**src/rtl/s0_rs_enc_pkg.sv**
```systemverilog
// Shared constants, FSM encoding and GF(2^8) helper for the RS(K+4,K) encoder.
package s0_rs_enc_pkg;
  localparam logic [8:0] GF_POLY = 9'h11D;
  localparam int         RS_NPAR = 4;
  // Taps of g(x)=x^4+0F x^3+36 x^2+78 x+40, index 3 feeds R3
  localparam logic [RS_NPAR-1:0][7:0] GEN_COEF = {8'h0F, 8'h36, 8'h78, 8'h40};

  typedef enum logic [2:0] {
    IDLE   = 3'b001,
    DATA   = 3'b010,
    PARITY = 3'b100
  } rs_state_e;

  function automatic logic [7:0] gf_mul(input logic [7:0] a, input logic [7:0] b);
    logic [7:0] x, p;
    x = a;
    p = '0;
    for (int i = 0; i < 8; i++) begin
      if (b[i]) p = p ^ x;
      x = {x[6:0], 1'b0} ^ (x[7] ? GF_POLY[7:0] : 8'h00);
    end
    return p;
  endfunction
endpackage

```
**src/rtl/s0_rs_enc_if.sv**
```systemverilog
// Symbol stream in / codeword stream out for the RS encoder.
interface s0_rs_enc_if;
  logic       in_valid;
  logic [7:0] in_data;
  logic       in_ready;
  logic       out_valid;
  logic [7:0] out_data;
  logic       out_last;
  logic       out_ready;

  modport master (output in_valid, in_data, out_ready,
                  input  in_ready, out_valid, out_data, out_last);
  modport slave  (input  in_valid, in_data, out_ready,
                  output in_ready, out_valid, out_data, out_last);
endinterface

```
**src/rtl/s0_rs_enc_gf2m8_cmul.sv**
```systemverilog
// GF(2^8) multiply by a constant; the loop folds to an XOR network.
module s0_rs_enc_gf2m8_cmul
  import s0_rs_enc_pkg::*;
#(
  parameter logic [7:0] C = 8'h01
) (
  input  logic [7:0] a,
  output logic [7:0] p
);
  assign p = gf_mul(a, C);
endmodule

```
**src/rtl/s0_rs_enc.sv**
```systemverilog
// Systematic RS(K_LEN+4, K_LEN) encoder: passes message symbols through, then emits 4 parity symbols.
module s0_rs_enc
  import s0_rs_enc_pkg::*;
#(
  parameter int K_LEN = 16,
  parameter int NPAR  = 4
) (
  input logic        clk,
  input logic        rstn,
  s0_rs_enc_if.slave bus
);
  localparam int CW = $clog2(K_LEN + 1);
  localparam int PW = $clog2(NPAR);

  rs_state_e            state, state_nxt;
  logic [NPAR-1:0][7:0] r, r_nxt, r_base, prod;
  logic [CW-1:0]        cnt, cnt_nxt, cnt_base, cnt_inc;
  logic [PW-1:0]        pidx, pidx_nxt;
  logic                 out_valid_nxt, out_last_nxt;
  logic [7:0]           out_data_nxt, fb;
  logic                 out_free, in_fire, par_fire;

  assign out_free     = !bus.out_valid || bus.out_ready;
  assign bus.in_ready = rstn && (state != PARITY) && out_free;
  assign in_fire      = bus.in_valid && bus.in_ready;
  assign par_fire     = (state == PARITY) && out_free;

  // First symbol of a codeword always starts from a cleared LFSR/counter
  assign r_base   = (state == IDLE) ? '0 : r;
  assign cnt_base = (state == IDLE) ? '0 : cnt;
  assign cnt_inc  = cnt_base + CW'(1);
  assign fb       = bus.in_data ^ r_base[NPAR-1];

  for (genvar i = 0; i < NPAR; i++) begin : g_tap
    s0_rs_enc_gf2m8_cmul #(.C(GEN_COEF[i])) u_cmul (.a(fb), .p(prod[i]));
  end

  always_comb begin
    state_nxt     = state;
    r_nxt         = r;
    cnt_nxt       = cnt;
    pidx_nxt      = pidx;
    out_valid_nxt = bus.out_valid;
    out_data_nxt  = bus.out_data;
    out_last_nxt  = bus.out_last;
    if (out_free) begin
      out_valid_nxt = 1'b0;
      out_last_nxt  = 1'b0;
    end
    case (state)
      IDLE, DATA: begin
        if (state == IDLE) begin
          r_nxt   = '0;
          cnt_nxt = '0;
        end
        if (in_fire) begin
          r_nxt         = {r_base[NPAR-2:0], 8'h00} ^ prod;
          cnt_nxt       = cnt_inc;
          out_valid_nxt = 1'b1;
          out_data_nxt  = bus.in_data;
          state_nxt     = (cnt_inc == CW'(K_LEN)) ? PARITY : DATA;
        end
      end
      PARITY: begin
        if (par_fire) begin
          // Drain R3 first, zero-filling from the bottom
          r_nxt         = {r[NPAR-2:0], 8'h00};
          out_valid_nxt = 1'b1;
          out_data_nxt  = r[NPAR-1];
          pidx_nxt      = pidx + PW'(1);
          if (pidx == PW'(NPAR - 1)) begin
            out_last_nxt = 1'b1;
            state_nxt    = IDLE;
            pidx_nxt     = '0;
            cnt_nxt      = '0;
          end
        end
      end
      default: state_nxt = IDLE;
    endcase
  end

  always_ff @(posedge clk or negedge rstn) begin
    if (!rstn) begin
      state         <= IDLE;
      r             <= '0;
      cnt           <= '0;
      pidx          <= '0;
      bus.out_valid <= 1'b0;
      bus.out_data  <= 8'h00;
      bus.out_last  <= 1'b0;
    end else begin
      state         <= state_nxt;
      r             <= r_nxt;
      cnt           <= cnt_nxt;
      pidx          <= pidx_nxt;
      bus.out_valid <= out_valid_nxt;
      bus.out_data  <= out_data_nxt;
      bus.out_last  <= out_last_nxt;
    end
  end
endmodule

```
**src/flat_wrapper.sv**
```systemverilog
// flat-port wrapper written by rule: the top's interface ports become plain ports
module s0_rs_enc_flat import s0_rs_enc_pkg::*;
#(
  parameter int K_LEN = 16,
  parameter int NPAR  = 4
)
  (clk, rstn, bus_in_valid, bus_in_data, bus_out_ready, bus_in_ready, bus_out_valid, bus_out_data, bus_out_last);
  s0_rs_enc_if bus_i ();
  input logic clk;
  input logic rstn;
  input wire logic [$bits(bus_i.in_valid)-1:0] bus_in_valid;
  input wire logic [$bits(bus_i.in_data)-1:0] bus_in_data;
  input wire logic [$bits(bus_i.out_ready)-1:0] bus_out_ready;
  output wire logic [$bits(bus_i.in_ready)-1:0] bus_in_ready;
  output wire logic [$bits(bus_i.out_valid)-1:0] bus_out_valid;
  output wire logic [$bits(bus_i.out_data)-1:0] bus_out_data;
  output wire logic [$bits(bus_i.out_last)-1:0] bus_out_last;
  assign bus_i.in_valid = bus_in_valid;
  assign bus_i.in_data = bus_in_data;
  assign bus_i.out_ready = bus_out_ready;
  assign bus_in_ready = bus_i.in_ready;
  assign bus_out_valid = bus_i.out_valid;
  assign bus_out_data = bus_i.out_data;
  assign bus_out_last = bus_i.out_last;
  s0_rs_enc #(.K_LEN(K_LEN), .NPAR(NPAR)) u_core (.clk(clk), .rstn(rstn), .bus(bus_i));
endmodule
```
**config.mk**
```make
export PLATFORM = sky130hd
export DESIGN_NAME = s0_rs_enc_flat
export DESIGN_NICKNAME = d
export VERILOG_FILES = /design/src/rtl/s0_rs_enc_pkg.sv /design/src/rtl/s0_rs_enc_if.sv /design/src/rtl/s0_rs_enc_gf2m8_cmul.sv /design/src/rtl/s0_rs_enc.sv /design/src/flat_wrapper.sv
export SDC_FILE = /design/constraint.sdc
export NUM_CORES = 1
export LEC_CHECK = 0
export ABC_AREA = 1
export BUFFER_PORTS_ARGS = -buffer_cell sky130_fd_sc_hd__buf_4
export CAP_MARGIN = 20
export CELL_PAD_IN_SITES_DETAIL_PLACEMENT = 1
export CELL_PAD_IN_SITES_GLOBAL_PLACEMENT = 1
export CORE_UTILIZATION = 45
export DETAILED_ROUTE_END_ITERATION = 8
export PLACE_DENSITY_LB_ADDON = 0.1
export SLEW_MARGIN = 10
export SYNTH_ARGS = -nofsm -noshare
export SYNTH_HDL_FRONTEND = slang
export SYNTH_HIERARCHICAL = 1
export SYNTH_SLANG_ARGS = --single-unit
```
**constraint.sdc**
```tcl
create_clock -name clk -period 8.8 [get_ports clk]
set_clock_uncertainty 0.2 [all_clocks]
set_input_delay 0.44 -clock clk [delete_from_list [all_inputs] [get_ports clk]]
set_output_delay 0.44 -clock clk [all_outputs]
set_load 0.1 [all_outputs]
```
## After elaboration in Yosys (flattened, before gate mapping)

Index checks and enable logic that the tools add are counted.

| storage, ports and cells | value |
|---|---|
| bits in registers | 52 |
| output and inout bits | 11 |
| input bits | 12 |
| word-level logic and storage cells | 83 |

| operators by class | value |
|---|---|
| reductions and logical operators | 13 |
| $add $sub $neg | 2 |
| muxes and demuxes | 32 |
| bitwise operators | 17 |
| eq/ne operators | 9 |

Operators with widths:

| cell | number |
|---|---|
| 32-bit two-way mux | 3 |
| 8-bit bitwise XOR | 11 |
| 32-bit one-hot mux with 2 select lines | 1 |
| 5-bit two-way mux | 10 |
| 8-bit by 5-bit bitwise XOR with 8-bit output | 5 |
| 32-bit bitwise XOR | 1 |
| 8-bit two-way mux | 2 |
| 8-bit one-hot mux with 2 select lines | 1 |
| 3-bit two-way mux | 4 |
| 5-bit one-hot mux with 2 select lines | 1 |
| 3-bit AND reduction | 3 |
| 1-bit two-way mux | 7 |
| 3-bit one-hot mux with 2 select lines | 1 |
| 5-bit by 1-bit adder with 5-bit output (second input constant) | 1 |
| 5-bit == test (second input constant) | 1 |
| 1-bit logical AND | 4 |
| 2-bit by 1-bit inequality test with 1-bit output (second input constant) | 2 |
| 2-bit AND reduction | 2 |
| 3-bit by 1-bit == test with 1-bit output (second input constant) | 1 |
| 3-bit by 2-bit == test with 1-bit output (second input constant) | 1 |
| 3-bit == test (second input constant) | 1 |
| 3-bit inequality test (second input constant) | 1 |
| 2-bit by 1-bit adder with 2-bit output (second input constant) | 1 |
| 2-bit == test (second input constant) | 1 |
| 7 further kinds | 7 |

## Longest topological paths before layout

Gate-level depths: netlist of run 1.

| logic depth | value |
|---|---|
| depth in word-level cells | 19 |
| gate-level depth with buffers | 23 |

## Modules after synthesis

The synthesis of run 1 kept the hierarchy.

By module, submodules not included:

| module | sequential area each (um^2) | instances | area an instance (um^2) | cells an instance |
|---|---|---|---|---|
| s0_rs_enc | 1,302.5 | 1 | 3,533.4 | 543 |
| s0_rs_enc_gf2m8_cmul (u_core.g_tap[1].u_cmul) | 0.0 | 1 | 442.9 | 92 |
| s0_rs_enc_gf2m8_cmul (u_core.g_tap[3].u_cmul) | 0.0 | 1 | 377.9 | 72 |
| s0_rs_enc_gf2m8_cmul (u_core.g_tap[2].u_cmul) | 0.0 | 1 | 310.3 | 57 |
| s0_rs_enc_gf2m8_cmul (u_core.g_tap[0].u_cmul) | 0.0 | 1 | 234.0 | 49 |

## Least setup slack after synthesis of run 1

OpenSTA, ideal clock, no wires.

| timing path | value |
|---|---|
| path type | register to register |
| start | register u_core.state[2] |
| end | register u_core/r[14] (netlist name) |
| setup slack | 5,417 ps |
| arrival | 3,067 ps |
| stages on the path, launching flop included | 22 |
| path buffers | 3 |
| library setup time | 116 ps |
| clock period less this slack | 3,383 ps |
| cell sequence | dfrtp_1 -> inv_2 -> nand3_2 -> buf_2 -> buf_2 -> nand2_1 -> xnor2_1 -> buf_4 -> nand2_1 -> nand2_2 -> nand2_1 -> nand2_1 -> nand2_1 -> nand2_1 -> nand3_1 -> nand2_1 -> nand3b_1 -> nand2_1 -> nand2_1 -> nand3_1 -> nand2_1 -> nand2_1 |

RTL lines:

| element | line | source |
|---|---|---|
| start: declaration | s0_rs_enc.sv:15 | `rs_state_e state, state_nxt;` |
| start signal: assignment | s0_rs_enc.sv:93 | `state <= state_nxt;` |
| end signal: assignment | s0_rs_enc.sv:94 | `r <= r_nxt;` |
| end: declaration | s0_rs_enc.sv:16 | `logic [NPAR-1:0][7:0] r, r_nxt, r_base, prod;` |

==> impl_metrics.tcl, run 1 <==
set metrics [dict create \
    synth_top_cell_area_share_pct 31.65 \
    worstSetupStartpoint "u_core/state[1]" \
    postPlaceCellArea_um2 5127 \
    syn_inst 813 \
    pwr_density_cell_nw_per_um2 340.1 \
    drt_pass1_iterations 4 \
    drc 0 \
    worstHoldStart "bus_in_data[0]" \
    syn_area_per_cell_um2 6.025 \
    hold_slack_ns 0.2495 \
    relSlewSlack_pct 49.39 \
    cp_max_fo 67 \
    grt_pass1_wl_mm 24.36 \
    clkTransAtPathRegs_ns 0.09 \
    synth_cell_types 30 \
    vias_per_cell 5.171 \
    clk_latency_ns 0.32 \
    outcome "finished clean" \
    synth_edf_count 0 \
    crit_type "flip-flop to flip-flop" \
    cp-start-kind "flip-flop" \
    antenna_found_initial 0 \
    rows 37 \
    htree_levels 2 \
    drive_gt1_share_pct 10.94 \
    ys_seq_area_share_pct 26.59 \
    final_area_um2 5228 \
    cts.path.max_buffers 2 \
    grt_pass1_vias 5045 \
    clock-sinks 52 \
    r2r_start "u_core/state[1]" \
    crit_path_end_kind "flip-flop" \
    final-hold-violation-count 0 \
    async_flop_share_pct 100.0 \
    cp.arrival_ns 3.91 \
    die_x_um 106.3 \
    synth_top_cells_by_area "nand2_1, dfrtp_1, nand3_1, xnor2_1, inv_1" \
    slew_viol_final 0 \
    synth_warnings 6 \
    wirelength_mm 14.21 \
    max_freq_ghz 0.2596 \
    rsz0062_at_grt "false" \
    synth_area_um2 4898 \
    setup_viol 0 \
    cts_setup_buffers 0 \
    cts_tree "built" \
    design.core.area_um2 10420 \
    die_y_um 106.3 \
    cts_buffers 5 \
    syn_to_final_growth_pct 6.718 \
    synth_seq_cells 52 \
    synth_top_area_cell "nand2_1" \
    final_cells 959 \
    drt_first_iter_violations 238 \
    vias 4959 \
    ys.flop_type "dfrtp_1" \
    nets 836 \
    n_antenna_cell 0 \
    p_leak_nw 3.076 \
    hold_path.class "input pin to flip-flop" \
    syn-num-nets 827 \
    post_drt_wl_per_cell_um 14.82 \
    tns_ns 0 \
    port_buffers 22 \
    cts-root-buf "clkbuf_8" \
    tightest_slew_ns 0.7592 \
    total_power_w 0.001778 \
    grt_max_degree 68 \
    maxCapViolCount 0 \
    post-route-min-period_ns 3.853 \
    min_period_over_period_pct 43.78 \
    place_congestion 0.8119 \
    initial_utilization_pct 47.03 \
    post-place-cells 950 \
    overflow 0 \
    ioPinCount 23 \
    grt_usage_pct 26.87 \
    ctsResizeCount 0 \
    critPathRequiredTime_ns 8.86 \
    die_area_um2 11310 \
    ir_drop_mv 0.1953 \
    dpl.hpwl_mm 10.09 \
    ant_nets 0 \
]
==> sequential cells by signal, indices dropped and copies added, names as in the netlist <==
name                  count
u_core/cnt                5
u_core/bus.out_last       1
u_core/state              3
u_core/pidx               2
u_core/r                 32
u_core/bus.out_valid      1
u_core/bus.out_data       8
==> path summary, 6_finish.rpt <==
kind,depth (start not counted),endpoint,slack [ns]
worst min register to register,2,u_core/pidx[1],0.29
worst max-delay path,21,u_core/r[14],4.95
worst min-delay path,5,u_core/bus.out_data[0],0.25
min in group asynchronous,2,u_core/cnt[3],0.55
max in group asynchronous,2,u_core/bus.out_data[6],7.35
worst max register to register,21,u_core/r[14],4.95
==> synthesized netlist by cell type, types with 4 or more instances <==
| library cell | n |
|---|---|
| nand2_1 | 413 |
| nor2_1 | 50 |
| a21oi_1 | 7 |
| xnor2_1 | 26 |
| xor2_1 | 19 |
| inv_2 | 12 |
| dfrtp_1 | 51 |
| buf_4 | 7 |
| nand2_4 | 4 |
| buf_6 | 7 |
| nand3_1 | 74 |
| o21ai_0 | 10 |
| nand3b_1 | 22 |
| inv_1 | 52 |
| buf_2 | 14 |
| nand2_2 | 17 |
==> metal layers <==
| layer | up-vias | wire (µm) | GRT usage [%] |
|---|---|---|---|
| li1 | 2504 | - | - |
| met1 | 2377 | 6605 | 34.55 |
| met2 | 62 | 7030 | 47.96 |
| met3 | 16 | 378 | 2.330 |
| met4 | 0 | 200 | 7.044 |
| met5 | - | 0 | 0 |
==> cell usage in the layout, fill, tap and decap left out <==
cell           netlist  routed
a21oi_1              7       7
buf_4                7      31
buf_6                7       1
clkbuf_1             3       2
clkbuf_8             0       6
dfrtp_1             51      51
dfstp_2              1       1
dlygate4sd3_1        0       1
ha_1                 2       2
inv_1               52      52
inv_2               12      12
inv_4                2       2
nand2_1            413     413
nand2_2             17      17
nand2_4              4       4
nand3_1             74      74
nand3_2              2       2
nand3b_1            22      22
nand4_1              3       3
nand4_4              1       1
nor2_1              50      50
nor2_2               3       2
nor2_4               3       4
o211ai_1             1       1
o21ai_0             10      10
o21ai_1              2       2
or2_1                1       1
xnor2_1             26      23
xnor2_2              2       5
xor2_1              19      19
xor2_2               2       2
==> metrics by stage <==
step           utilization (%)  setup WS [ns]
3_3_place_gp             49.05          4.734
3_5_place_dp             49.23          4.956
2_1_floorplan                -          5.417
4_1_cts                  50.19          4.920
6_report                 50.19          4.947
5_1_grt                  50.19          4.633
==> cells by family (layout without fill, tap and decap cells) <==
family                   count (synthesis)  in the layout  synth area share, %
buffers and inverters                   97            107                9.502
AND/OR/NAND/NOR                        593            593                51.93
XOR/XNOR                                49             49                9.374
AO/OA/AOI/OAI                           20             20                2.095
adder cells (fa/ha/maj)                  2              2               0.5108
flip-flops                              52             52                26.59
==> area by class of cell <==
cell class                      instances  area [µm²]
Clock buffer                            8       90.09
Fill cell                            1503        5189
Inverter                               66       252.7
Multi-Input combinational cell        664        3158
Sequential cell                        52        1303
Tap cell                              136       170.2
Timing Repair Buffer                   33       254.0
==> timing repair <==
item | 4_1_cts | 5_1_grt
hold buffers | 1 | 0
setup endpoints to repair | 0 | 0
hold endpoints to repair | 1 | 0
==> worst max-delay path, cell delays in order (launching register included) <==
cell and delay [ns]:
dfrtp_1 0.43, inv_2 0.05, nand3_2 0.30, buf_4 0.62
nand2_1 0.22, xnor2_2 0.42, buf_6 0.25, inv_2 0.07
nand2_1 0.07, nand2_2 0.07, nand2_1 0.07, nand2_1 0.07
nand2_1 0.06, nand2_1 0.10, nand3_1 0.10, nand2_1 0.10
nand3b_1 0.18, nand2_1 0.09, nand2_1 0.05, nand3_1 0.11
nand2_1 0.06, nand2_1 0.06
==> power by group <==
group | total [W] | internal [W] | switching [W] | leakage (nW)
clock network | 0.000147 | 0.0000645 | 0.0000827 | 0.0455
registers | 0.000397 | 0.000317 | 0.0000795 | 0.688
logic | 0.00123 | 0.000382 | 0.000852 | 2.34
total | 0.00178 | 0.000764 | 0.00101 | 3.08
(Power assumes the default switching activity.)
==> run 2, diff against run 1 <==
--- a/config.mk
+++ b/config.mk
@@ -5,12 +5,12 @@
 export SDC_FILE = /design/constraint.sdc
 export NUM_CORES = 1
 export LEC_CHECK = 0
-export ABC_AREA = 1
+export ABC_AREA = 0
 export BUFFER_PORTS_ARGS = -buffer_cell sky130_fd_sc_hd__buf_4
 export CAP_MARGIN = 20
 export CELL_PAD_IN_SITES_DETAIL_PLACEMENT = 1
 export CELL_PAD_IN_SITES_GLOBAL_PLACEMENT = 1
-export CORE_UTILIZATION = 45
+export CORE_UTILIZATION = 43
 export DETAILED_ROUTE_END_ITERATION = 8
 export PLACE_DENSITY_LB_ADDON = 0.1
 export SLEW_MARGIN = 10
==> constraint.sdc (replaced) <==
create_clock -name clk -period 3.5 [get_ports clk]
set_clock_uncertainty 0.2 [all_clocks]
set_input_delay 0.175 -clock clk [delete_from_list [all_inputs] [get_ports clk]]
set_output_delay 0.175 -clock clk [all_outputs]
set_load 0.1 [all_outputs]
==> run 2 against run 1 <==
Effect of this change:
- register-to-register slack lost 4.8 ns
- power rose by 110%
- setup slack lost 4.8 ns
- flip-flop and latch count did not move
- hold slack lost 0.20 ns
- die area is 21% lower
- global-route usage is 2.5 points lower
- design area decreased by 18%
- critical endpoint is now u_core/r[18]
==> impl_metrics.tcl, run 2 <==
set metrics [dict create \
    clkTransAtPathRegs_ns 0.09 \
    r2r-end "u_core/r[18]" \
    ir_drop_mv 0.3355 \
    ys_seq_area_share_pct 35.37 \
    post-route-min-period_ns 3.364 \
    synth_edf_count 0 \
    tightest_slew_ns 0.7554 \
    path_cells "or3b_1, buf_4, nand2_1, xnor2_1, buf_4, xnor2_2, xnor3_1, xor2_1, a21oi_1, o21ai_0, a22o_1" \
    die_y_um 94.54 \
    dpl.hpwl_mm 6.962 \
    cp_max_fo 21 \
    crit_path_frequent_cell "buf_4" \
    holdPathStages 3 \
    vias 3038 \
    path_delay_family "XOR/XNOR gates" \
    drive_gt1_share_pct 14.81 \
    wirelength_mm 10.02 \
    max_stage_delay_ns 0.60 \
    die_area_um2 8938 \
    synth_top_cells_by_area "dfrtp_1, xnor2_1, xor2_1, nand2_1, a22o_1" \
    clk_latency_ns 0.31 \
    synth-compound-area-share_pct 19.81 \
    hold_end "u_core/bus.out_last" \
    synthAdderAreaFrac_pct 0.6796 \
    clock-sinks 52 \
    largest_reg_flops 32 \
    grt_usage_pct 24.32 \
    synth_warnings 6 \
    die_x_um 94.54 \
    syn_inst 399 \
    fin_util_pct 51.85 \
    ioPinCount 23 \
    ys.flop_type "dfrtp_1" \
    regMostFlops "u_core/r" \
    slew_viol_final 0 \
    drt_first_iter_violations 143 \
    grt_max_degree 54 \
    port_buffers 22 \
    crit_path_end_kind "flip-flop" \
    cts_tree "built" \
    hold_path.class "input pin to flip-flop" \
    n_antenna_cell 0 \
    synth_seq_cells 52 \
    outcome "finished clean" \
    cts-root-buf "clkbuf_8" \
    drc 0 \
    htree_levels 2 \
    max_freq_ghz 0.2973 \
    rows 33 \
    reg_top3 "u_core/r x32, u_core/bus.out_data x8, u_core/cnt x5" \
    ant_nets 0 \
    overflow 0 \
    yosysMostFrequentCell "nand2_1" \
    filler_cell_count 972 \
    synth_cell_types 45 \
    synth_commonest_cells "nand2_1, xnor2_1, dfrtp_1" \
    post_drt_wl_per_cell_um 18.67 \
    rsz0062_at_grt "false" \
    p_leak_nw 1.845 \
    min_period_over_period_pct 96.12 \
    synth_mux_area_share_pct 0.3058 \
    reg2reg_depth 11 \
    cts.path.max_buffers 2 \
    yosys.area_share.simple_pct 15.05 \
    cp-start-kind "flip-flop" \
    syn_area_per_cell_um2 9.229 \
    async_flop_share_pct 100.0 \
    cp_num_buf_inv 2 \
    initial_utilization_pct 44.59 \
    r2r_start "u_core/state[0]" \
    mostFrequentLayoutCells "nand2_1, dfrtp_1, xnor2_1" \
    final-hold-violation-count 0 \
    maxCapViolCount 0 \
    design.core.area_um2 8258 \
    mostFrequentLayoutCell "nand2_1" \
    synth_top_cell_area_share_pct 34.66 \
    r2r_slack_ns 0.14 \
    place_congestion 0.7961 \
    setup_viol 0 \
    crit_type "flip-flop to flip-flop" \
    syn_to_final_growth_pct 16.28 \
    vias_per_cell 5.657 \
    antenna_found_initial 0 \
    tns_ns 0 \
    synth_top_area_cell "dfrtp_1" \
    worstHoldStart "bus_out_ready" \
    synth-xor-area-share_pct 25.45 \
    relSlewSlack_pct 49.45 \
    syn-num-nets 413 \
    cts_buffers 5 \
    drt_pass1_iterations 4 \
    grt_pass1_wl_mm 16.61 \
    cp.arrival_ns 3.37 \
    nets 445 \
    pwr_density_cell_nw_per_um2 888.7 \
    grt_pass1_vias 3163 \
    synth_top_family_by_area "XOR/XNOR gates" \
    critPathRequiredTime_ns 3.50 \
    cp_slowest_cell "dfstp_2" \
    synth_area_um2 3682 \
]
==> run 2: area by class of cell <==
type                       instances  area (µm²)  area share, %
tap                              105       131.4          3.068
clock inverter                     1       30.03         0.7013
inverter                           2       7.507         0.1753
timing repair buffer              46       367.9          8.591
multi-input combinational        324        2346          54.79
clock buffer                       7       96.34          2.250
sequential                        52        1303          30.42
==> run 2: repair_timing <==
item,in CTS,in global routing
resized for setup,0,4
buffers inserted,0,0
setup endpoints to repair,0,4
hold buffers,9,0
hold endpoints to repair,59,0
==> run 2: worst max-delay path by stage <==
stage | start | endpoint | slack [ns] | cells after the start
after floorplan | u_core/state[2] | u_core/r[14] | 0.03 | 14
after global placement | u_core/state[0] | u_core/r[14] | 0.19 | 9
after detailed placement | u_core/state[0] | u_core/r[14] | 0.1 | 10
after CTS | u_core/state[0] | u_core/r[14] | 0.09 | 10
after global routing | u_core/state[0] | u_core/r[8] | 0.007 | 10
final | u_core/state[0] | u_core/r[18] | 0.14 | 11
==> run 2: through the flow <==
| step | hold slack (ns) | setup slack, ns | std cells | power (W) | cell area [µm²] |
|---|---|---|---|---|---|
| after floorplan | -0.3206 | 0.03481 | 399 | 0.002806 | 3727 |
| after global placement | 0.1756 | 0.1889 | 520 | 0.003227 | 4028 |
| after detailed placement | 0.1826 | 0.09807 | 520 | 0.003298 | 4028 |
| after CTS | 0.03481 | 0.08575 | 537 | 0.003784 | 4244 |
| after global routing | 0.04791 | 0.007145 | 537 | 0.004057 | 4282 |
| final | 0.04503 | 0.1360 | 537 | 0.003805 | 4282 |
==> run 2: logic make-up after synthesis <==
kind of cell	after synthesis
simple gates	116
compound gates	111
xor+xnor	94
flops	52
buf+inv	23
fa+ha+maj	2
mux	1
==> run 2: worst register-to-register path: cells and delay by family, from the launching register on <==
kind                   cells  cell delay (ns)
AND/OR/NAND/NOR            2             0.61
XOR/XNOR                   4             0.87
buffers and inverters      2             0.49
AO/OA/AOI/OAI              3             0.48
flip-flops                 1             0.60
==> run 2: layer usage <==
layer	wire length [µm]	part of all wire, %	GRT usage [%]
met5	0	0	0
met4	74	0.74	5.051
met2	4946	49	40.88
met3	259	2.6	2.415
met1	4744	47	33.94
==> run 2: power breakdown <==
part           switching, W  leakage, nW  total [W]  internal [W]
sequential         0.000186        0.681   0.000962      0.000776
combinational       0.00135         1.10    0.00238       0.00103
clock              0.000210       0.0645   0.000463      0.000253
